$ cat src/rtl/rf_writeback_pkg.sv
`default_nettype none
// ============================================================================
// Module      : rf_pkg
// Description : Shared widths and types for the register-file writeback
//               controller (register address, LSU response FIFO entry).
// Revision    : 1.0 - initial release
// ============================================================================
package rf_pkg;

    localparam int XLEN     = 32;
    localparam int NUM_REGS = 32;

    typedef logic [4:0] regaddr_t;

    // One buffered LSU response: destination register and its data.
    typedef struct packed {
        regaddr_t          rd;
        logic [XLEN-1:0]   data;
    } wb_entry_t;

    // x0 is hardwired to zero, so only non-zero destinations are real writes.
    function automatic logic writes_reg(input regaddr_t rd);
        return (rd != '0);
    endfunction

endpackage : rf_pkg
`default_nettype wire

$ cat src/rtl/rf_writeback_if.sv
`default_nettype none
// ============================================================================
// Module      : rf_writeback_if
// Description : Bundles the ALU result, LSU request/response, issue-check and
//               register-file write-port signals of the writeback controller.
//               'master' is the core side feeding the controller, 'slave' is
//               the controller itself.
// Revision    : 1.0 - initial release
// ============================================================================
interface rf_writeback_if;
    import rf_pkg::*;

    // ALU result path (never back-pressured)
    logic               alu_valid;
    regaddr_t           alu_rd;
    logic [XLEN-1:0]    alu_result;

    // LSU issue: marks a destination busy
    logic               lsu_req_valid;
    regaddr_t           lsu_req_rd;

    // LSU response handshake
    logic               lsu_resp_valid;
    logic               lsu_resp_ready;
    regaddr_t           lsu_resp_rd;
    logic [XLEN-1:0]    lsu_resp_data;

    // Issue-stage hazard check
    regaddr_t           iss_rs1;
    regaddr_t           iss_rs2;
    regaddr_t           iss_rd;
    logic               stall;

    // Register-file write port
    logic               reg_wr;
    regaddr_t           waddr;
    logic [XLEN-1:0]    wdata;

    modport master (
        output alu_valid, alu_rd, alu_result,
        output lsu_req_valid, lsu_req_rd,
        output lsu_resp_valid, lsu_resp_rd, lsu_resp_data,
        input  lsu_resp_ready,
        output iss_rs1, iss_rs2, iss_rd,
        input  stall,
        input  reg_wr, waddr, wdata
    );

    modport slave (
        input  alu_valid, alu_rd, alu_result,
        input  lsu_req_valid, lsu_req_rd,
        input  lsu_resp_valid, lsu_resp_rd, lsu_resp_data,
        output lsu_resp_ready,
        input  iss_rs1, iss_rs2, iss_rd,
        output stall,
        output reg_wr, waddr, wdata
    );

endinterface : rf_writeback_if
`default_nettype wire

$ cat src/rtl/rf_writeback_wb_fifo.sv
`default_nettype none
// ============================================================================
// Module      : wb_fifo
// Description : Small synchronous FIFO buffering LSU responses. DEPTH must be
//               a power of two (>= 2) so the pointers wrap naturally. Read
//               data is the combinational head entry.
// Revision    : 1.0 - initial release
// ============================================================================
module wb_fifo
    import rf_pkg::*;
#(
    parameter int  DEPTH = 4,
    parameter type T     = wb_entry_t
) (
    input  wire logic                   clk,
    input  wire logic                   reset,
    input  wire logic                   push,
    input  wire T                       push_data,
    input  wire logic                   pop,
    output T                            pop_data,
    output logic                        full,
    output logic                        empty,
    output logic [$clog2(DEPTH):0]      count
);

    localparam int AW = $clog2(DEPTH);
    localparam logic [AW-1:0] c_PTR_ONE   = 1;
    localparam logic [AW:0]   c_CNT_ONE   = 1;
    localparam logic [AW:0]   c_CNT_DEPTH = (AW+1)'(DEPTH);

    T               r_mem [DEPTH];
    logic [AW-1:0]  r_wr_ptr;
    logic [AW-1:0]  r_rd_ptr;
    logic [AW:0]    r_count;

    logic           w_push;
    logic           w_pop;

    // Overflow/underflow protection lives here so callers can be simple.
    assign w_push   = push & ~full;
    assign w_pop    = pop  & ~empty;

    assign full     = (r_count == c_CNT_DEPTH);
    assign empty    = (r_count == '0);
    assign count    = r_count;
    assign pop_data = r_mem[r_rd_ptr];

    // Pointer and occupancy bookkeeping; reset discards all entries.
    always_ff @(posedge clk or posedge reset) begin
        if (reset) begin
            r_wr_ptr <= '0;
            r_rd_ptr <= '0;
            r_count  <= '0;
        end else begin
            if (w_push) begin
                r_wr_ptr <= r_wr_ptr + c_PTR_ONE;
            end
            if (w_pop) begin
                r_rd_ptr <= r_rd_ptr + c_PTR_ONE;
            end
            case ({w_push, w_pop})
                2'b10:   r_count <= r_count + c_CNT_ONE;
                2'b01:   r_count <= r_count - c_CNT_ONE;
                default: r_count <= r_count;
            endcase
        end
    end

    // Storage array; contents are meaningless until written so it has no reset.
    always_ff @(posedge clk) begin
        if (w_push) begin
            r_mem[r_wr_ptr] <= push_data;
        end
    end

endmodule : wb_fifo
`default_nettype wire

$ cat src/rtl/rf_writeback.sv
`default_nettype none
// ============================================================================
// Module      : rf_writeback
// Description : Write-side master of the 32x32 register file. Merges
//               single-cycle ALU results with buffered LSU responses onto the
//               single write port (ALU has priority), and keeps a busy
//               scoreboard of outstanding LSU destinations to stall issue.
// Revision    : 1.0 - initial release
// ============================================================================
module rf_writeback
    import rf_pkg::*;
#(
    parameter int DEPTH = 4
) (
    input  wire logic       clk,
    input  wire logic       reset,
    rf_writeback_if.slave   wb
);

    // ------------------------------------------------------------------
    // LSU response FIFO
    // ------------------------------------------------------------------
    wb_entry_t                  w_push_entry;
    wb_entry_t                  w_head;
    logic                       w_fifo_full;
    logic                       w_fifo_empty;
    logic [$clog2(DEPTH):0]     w_fifo_count_unused;
    logic                       w_push;
    logic                       w_pop;

    assign w_push_entry.rd   = wb.lsu_resp_rd;
    assign w_push_entry.data = wb.lsu_resp_data;

    // Ready depends only on occupancy, never on lsu_resp_valid.
    assign wb.lsu_resp_ready = ~w_fifo_full;
    assign w_push            = wb.lsu_resp_valid & ~w_fifo_full;

    // The ALU cannot be held off, so the FIFO only drains on ALU-idle cycles.
    assign w_pop             = ~wb.alu_valid & ~w_fifo_empty;

    wb_fifo #(
        .DEPTH (DEPTH),
        .T     (wb_entry_t)
    ) u_fifo (
        .clk       (clk),
        .reset     (reset),
        .push      (w_push),
        .push_data (w_push_entry),
        .pop       (w_pop),
        .pop_data  (w_head),
        .full      (w_fifo_full),
        .empty     (w_fifo_empty),
        .count     (w_fifo_count_unused)
    );

    // ------------------------------------------------------------------
    // Busy scoreboard (bit 0 is permanently clear: x0 is never pending)
    // ------------------------------------------------------------------
    logic [NUM_REGS-1:0]    r_busy;
    logic [NUM_REGS-1:0]    w_busy_set;
    logic [NUM_REGS-1:0]    w_busy_clr;
    logic [NUM_REGS-1:0]    w_busy_next;

    // Set on LSU issue, clear when that register's response is written;
    // applying the set after the clear makes a same-cycle re-issue win.
    always_comb begin
        w_busy_set = '0;
        w_busy_clr = '0;
        if (wb.lsu_req_valid && writes_reg(wb.lsu_req_rd)) begin
            w_busy_set[wb.lsu_req_rd] = 1'b1;
        end
        if (w_pop && writes_reg(w_head.rd)) begin
            w_busy_clr[w_head.rd] = 1'b1;
        end
        w_busy_next    = (r_busy & ~w_busy_clr) | w_busy_set;
        w_busy_next[0] = 1'b0;
    end

    // Scoreboard state; reset forgets every outstanding load.
    always_ff @(posedge clk or posedge reset) begin
        if (reset) begin
            r_busy <= '0;
        end else begin
            r_busy <= w_busy_next;
        end
    end

    // Sources cover RAW, the destination term covers WAW. r_busy[0] is
    // always zero, so x0 operands never stall.
    assign wb.stall = r_busy[wb.iss_rs1] | r_busy[wb.iss_rs2] | r_busy[wb.iss_rd];

    // ------------------------------------------------------------------
    // Register-file write port
    // ------------------------------------------------------------------
    logic               r_reg_wr;
    regaddr_t           r_waddr;
    logic [XLEN-1:0]    r_wdata;

    // ALU first, then FIFO head; address/data hold when nothing is written.
    always_ff @(posedge clk or posedge reset) begin
        if (reset) begin
            r_reg_wr <= 1'b0;
            r_waddr  <= '0;
            r_wdata  <= '0;
        end else if (wb.alu_valid) begin
            r_reg_wr <= writes_reg(wb.alu_rd);
            r_waddr  <= wb.alu_rd;
            r_wdata  <= wb.alu_result;
        end else if (w_pop) begin
            r_reg_wr <= writes_reg(w_head.rd);
            r_waddr  <= w_head.rd;
            r_wdata  <= w_head.data;
        end else begin
            r_reg_wr <= 1'b0;
        end
    end

    assign wb.reg_wr = r_reg_wr;
    assign wb.waddr  = r_waddr;
    assign wb.wdata  = r_wdata;

endmodule : rf_writeback
`default_nettype wire

$ cat src/flat_wrapper.sv
// flat-port wrapper written by rule: the top's interface ports become plain ports
module rf_writeback_flat import rf_pkg::*;
#(
    parameter int DEPTH = 4
)
  (clk, reset, wb_alu_valid, wb_alu_rd, wb_alu_result, wb_lsu_req_valid, wb_lsu_req_rd, wb_lsu_resp_valid, wb_lsu_resp_rd, wb_lsu_resp_data, wb_lsu_resp_ready, wb_iss_rs1, wb_iss_rs2, wb_iss_rd, wb_stall, wb_reg_wr, wb_waddr, wb_wdata);
  rf_writeback_if wb_i ();
  input  wire logic clk;
  input  wire logic reset;
  input wire logic [$bits(wb_i.alu_valid)-1:0] wb_alu_valid;
  input wire logic [$bits(wb_i.alu_rd)-1:0] wb_alu_rd;
  input wire logic [$bits(wb_i.alu_result)-1:0] wb_alu_result;
  input wire logic [$bits(wb_i.lsu_req_valid)-1:0] wb_lsu_req_valid;
  input wire logic [$bits(wb_i.lsu_req_rd)-1:0] wb_lsu_req_rd;
  input wire logic [$bits(wb_i.lsu_resp_valid)-1:0] wb_lsu_resp_valid;
  input wire logic [$bits(wb_i.lsu_resp_rd)-1:0] wb_lsu_resp_rd;
  input wire logic [$bits(wb_i.lsu_resp_data)-1:0] wb_lsu_resp_data;
  output wire logic [$bits(wb_i.lsu_resp_ready)-1:0] wb_lsu_resp_ready;
  input wire logic [$bits(wb_i.iss_rs1)-1:0] wb_iss_rs1;
  input wire logic [$bits(wb_i.iss_rs2)-1:0] wb_iss_rs2;
  input wire logic [$bits(wb_i.iss_rd)-1:0] wb_iss_rd;
  output wire logic [$bits(wb_i.stall)-1:0] wb_stall;
  output wire logic [$bits(wb_i.reg_wr)-1:0] wb_reg_wr;
  output wire logic [$bits(wb_i.waddr)-1:0] wb_waddr;
  output wire logic [$bits(wb_i.wdata)-1:0] wb_wdata;
  assign wb_i.alu_valid = wb_alu_valid;
  assign wb_i.alu_rd = wb_alu_rd;
  assign wb_i.alu_result = wb_alu_result;
  assign wb_i.lsu_req_valid = wb_lsu_req_valid;
  assign wb_i.lsu_req_rd = wb_lsu_req_rd;
  assign wb_i.lsu_resp_valid = wb_lsu_resp_valid;
  assign wb_i.lsu_resp_rd = wb_lsu_resp_rd;
  assign wb_i.lsu_resp_data = wb_lsu_resp_data;
  assign wb_lsu_resp_ready = wb_i.lsu_resp_ready;
  assign wb_i.iss_rs1 = wb_iss_rs1;
  assign wb_i.iss_rs2 = wb_iss_rs2;
  assign wb_i.iss_rd = wb_iss_rd;
  assign wb_stall = wb_i.stall;
  assign wb_reg_wr = wb_i.reg_wr;
  assign wb_waddr = wb_i.waddr;
  assign wb_wdata = wb_i.wdata;
  rf_writeback #(.DEPTH(DEPTH)) u_core (.clk(clk), .reset(reset), .wb(wb_i));
endmodule
$ cat config.mk
export PLATFORM = sky130hd
export DESIGN_NAME = rf_writeback_flat
export DESIGN_NICKNAME = d
export VERILOG_FILES = /design/src/rtl/rf_writeback_pkg.sv /design/src/rtl/rf_writeback_if.sv /design/src/rtl/rf_writeback_wb_fifo.sv /design/src/rtl/rf_writeback.sv /design/src/flat_wrapper.sv
export SDC_FILE = /design/constraint.sdc
export NUM_CORES = 1
export LEC_CHECK = 0
export ABC_AREA = 1
export CAP_MARGIN = 20
export CORE_MARGIN = 5
export CORE_UTILIZATION = 56
export CTS_BUF_LIST = sky130_fd_sc_hd__clkbuf_8
export DETAILED_ROUTE_END_ITERATION = 8
export GPL_TIMING_DRIVEN = 0
export PLACE_DENSITY = 0.81
export SYNTH_ARGS = -nofsm -noshare
export SYNTH_HDL_FRONTEND = slang
export SYNTH_SLANG_ARGS = --single-unit
$ cat constraint.sdc
create_clock -name clk -period 4 [get_ports clk]
set_input_delay 0.8 -clock clk [delete_from_list [all_inputs] [get_ports clk]]
set_output_delay 0.8 -clock clk [all_outputs]
set_load 0.03 [all_outputs]
==> flow_metrics.tcl <==
set metrics [dict create \
    drcViolationCount 0 \
    grt_pass1_wl_microns 42120 \
    synth.most_common_cell "nand2_1" \
    use_met2 0.4290 \
    cp-startpoint "wb_iss_rd[0]" \
    fill_cells 1262 \
    worstPathCellList "clkdlybuf4s50_1, clkbuf_1, nor2_1, nor2_1, o21ai_0, nand3_1, nand3_1, nand3_1, nand2_1, nand3_1, clkdlybuf4s50_1" \
    clk_pin_slew_ns 0.06 \
    worstHoldPathType "reg2reg" \
    dr_total_vias 8138 \
    synthesis.area_sq_mm 0.01000 \
    synth-seq-cells 224 \
    ys.flop_type "edfxtp_1" \
    slowest_stage "clkdlybuf4s50_1" \
    yosysTopAreaCell "edfxtp_1" \
    max-clock-path-buffers 3 \
    layout-drive-gt1-share 0.07699 \
    endpoint_kind "primary output" \
    ant_nets 0 \
    slew_headroom 0.5893 \
    cp_max_fo 10 \
    rr_startpoint "u_core.u_fifo.count[0]" \
    multi_input_area_sq_mm 0.003198 \
    fin_crit_sh 0.9541 \
    yosys-top-cells-count "226 x nand2_1, 148 x edfxtp_1, 121 x nor2_1" \
    cts_tree "built" \
    grt_overflow 0 \
    initial_utilization 0.5744 \
    placementRows 48 \
    finalMaxSlewViolations 0 \
    dpl.cell_count 1364 \
    dpl.hpwl_microns 18050 \
    diodes 0 \
    worstSetupStartpointType "input pin" \
    die_y_microns 143.7 \
    slowest_delay_ns 0.67 \
    grt.busiest_layer "met2" \
    wl_per_cell_microns 18.64 \
    cp.depth 11 \
    cts-root-buf "clkbuf_8" \
    cp_common_cell "nand3_1" \
    place_congestion 0.9717 \
    cp_top_family "buffers and inverters" \
    critical_path_buf_inv_count 3 \
    finalNonFillerCells 1433 \
    async_flop_share 0.3393 \
    setup_violations 0 \
    critical_path_class "in2out" \
    outcome "finished, final reports clean" \
    rr_worst_depth 9 \
    clock_latency_ns 0.53 \
    fin_skew_ns 0.03178 \
    syn-num-nets 1109 \
    grtUsageTotal 0.2631 \
    r2r-end "u_core.u_fifo.count[2]" \
    viasPerCell 5.679 \
    p_leak_uw 0.004874 \
    synth-edff-count 148 \
    io_buffers 130 \
    postCtsResizedCells 0 \
    synth_area_leaders "edfxtp_1 44%, dfrtp_1 19%, nand2_1 8.5%" \
    syn_to_final_growth_pct 24.65 \
    fmax_mhz 262.0 \
    synth_cells 1004 \
    yosysWarnings 0 \
    cts_buffers 38 \
    io_pins 139 \
    design.core.area_sq_mm 0.01742 \
    use_met1 0.3586 \
    required_ns 3.20 \
    power_per_cell_area_mw_per_mm2 726.2 \
    max_cap_violations 0 \
    placed_area_sq_mm 0.01173 \
    ys_seq_area_frac 0.6343 \
    nNetsFinal 1284 \
    vdd_ir_drop_max_v 0.0004431 \
    report.final.hold_viol_count 0 \
    r2r_slack_ns 1.72 \
    drt_iter0_drc 857 \
    grt_max_degree 58 \
    grt_use_met3 0.05358 \
    h-tree-depth 2 \
    max_slew.worst_pin.slew_ns 0.6161 \
    rsz0062_at_grt "no" \
    postCtsHoldBufs 0 \
    period_minus_slack_ns 3.816 \
    dr.pass1.iters 7 \
    crit_path_end "wb_stall" \
    clock_sinks 224 \
    register_area_sq_mm 0.006346 \
    die_area_sq_mm 0.02064 \
    die_x_microns 143.7 \
    synth.avg_cell_area_sq_um 9.965 \
    synth.distinct_cells 31 \
    drt-total-wl_microns 26700 \
    stdcell_area_sq_mm 0.01247 \
    synth_top_area_frac 0.4442 \
    cts_setup_buffers 0 \
    cp.arrival_ns 3.02 \
    grt_pass1_vias 8175 \
    antenna_found_initial 0 \
]
## through the flow
stage	hold WS (ns)	utilization	total power [uW]	setup WS (ns)	TNS, ns
after floorplan	0.4574	-	5657	1.015	0
after global placement	0.4614	0.6653	6887	-0.7159	-103.48
after detailed placement	0.4652	0.6733	7046	0.2148	0
after CTS	0.4806	0.7160	9046	0.1965	0
after global routing	0.4954	0.7160	9586	0.02942	0
final	0.4757	0.7160	9056	0.1836	0
## layer usage
layer | vias up | wire length (microns) | share of wire
met2 | 365 | 12820 | 0.48
li1 | 3831 | - | -
met3 | 59 | 2393 | 0.090
met1 | 3883 | 10900 | 0.41
met5 | - | 0 | 0
met4 | 0 | 587 | 0.022
## cell families (layout without fill, tap and decap cells)
family / after synthesis / in the layout / share of synthesized area
and+or+nand+nor: 449 / 449 / 0.1835
DFF: 224 / 224 / 0.6343
AOI/OAI and AO/OA: 204 / 204 / 0.1214
buffers and inverters: 117 / 321 / 0.04902
adders and majority gates: 6 / 6 / 0.008254
xor gates and xnor gates: 4 / 4 / 0.003502
## worst min path at each step
stage	cells after the start	endpoint	start	slack [ns]
finish	2	u_core.wb.wdata[31]	u_core.wb.wdata[31]	0.48
global route	2	u_core.wb.wdata[31]	u_core.wb.wdata[31]	0.50
CTS	2	u_core.wb.wdata[31]	u_core.wb.wdata[31]	0.48
detailed placement	2	u_core.wb.wdata[31]	u_core.wb.wdata[31]	0.47
global placement	2	u_core.wb.wdata[24]	u_core.wb.wdata[24]	0.46
floorplan	2	u_core.r_busy[2]	u_core.r_busy[2]	0.46
## layout by cell type (no fill, tap or decap), types with 5 or more instances in the layout
cell type	netlist	layout
clkbuf_1	27	27
clkinv_1	0	5
o21ai_1	36	36
edfxtp_1	148	148
nand3_1	87	87
nand2_1	226	226
dfrtp_1	76	76
clkinv_2	0	6
inv_1	62	74
buf_2	17	17
clkdlybuf4s50_1	0	130
ha_1	5	5
nor2_1	121	117
o21ai_0	90	90
nand2_2	5	5
o211ai_1	68	68
nand4_1	6	6
clkbuf_8	0	42
## report_power, final
part | total, uW | internal [uW] | switching [uW]
clock | 2000 | 1100 | 906
combinational | 3440 | 1200 | 2240
sequential | 3620 | 3180 | 437
## worst register-to-register path: stages, from the launching register on
cell and delay [ns]:
dfrtp_1 0.41, nor2_1 0.15, nand2_1 0.10, nand2_1 0.43, ha_1 0.25, inv_1 0.07
fa_1 0.37, a21oi_1 0.15, o21ai_0 0.12, xor2_1 0.15
## cell type report
cell class	instances	area share
buffer	53	0.02007
clock buffer	42	0.04635
clock inverter	27	0.01324
inverter	64	0.01946
multi-input combinational	663	0.2564
sequential	224	0.5089
tap	225	0.02257
timing repair buffer	135	0.1130
## registers in the layout (all words and copies together) (netlist names)
signal	flops
u_core.wb.wdata	32
u_core.u_fifo.r_mem	148
u_core.u_fifo.r_wr_ptr	2
u_core.u_fifo.r_rd_ptr	2
u_core.u_fifo.count	3
u_core.wb.reg_wr	1
u_core.r_busy	31
u_core.wb.waddr	5
No activity file was read; power rests on OpenSTA's default activity.
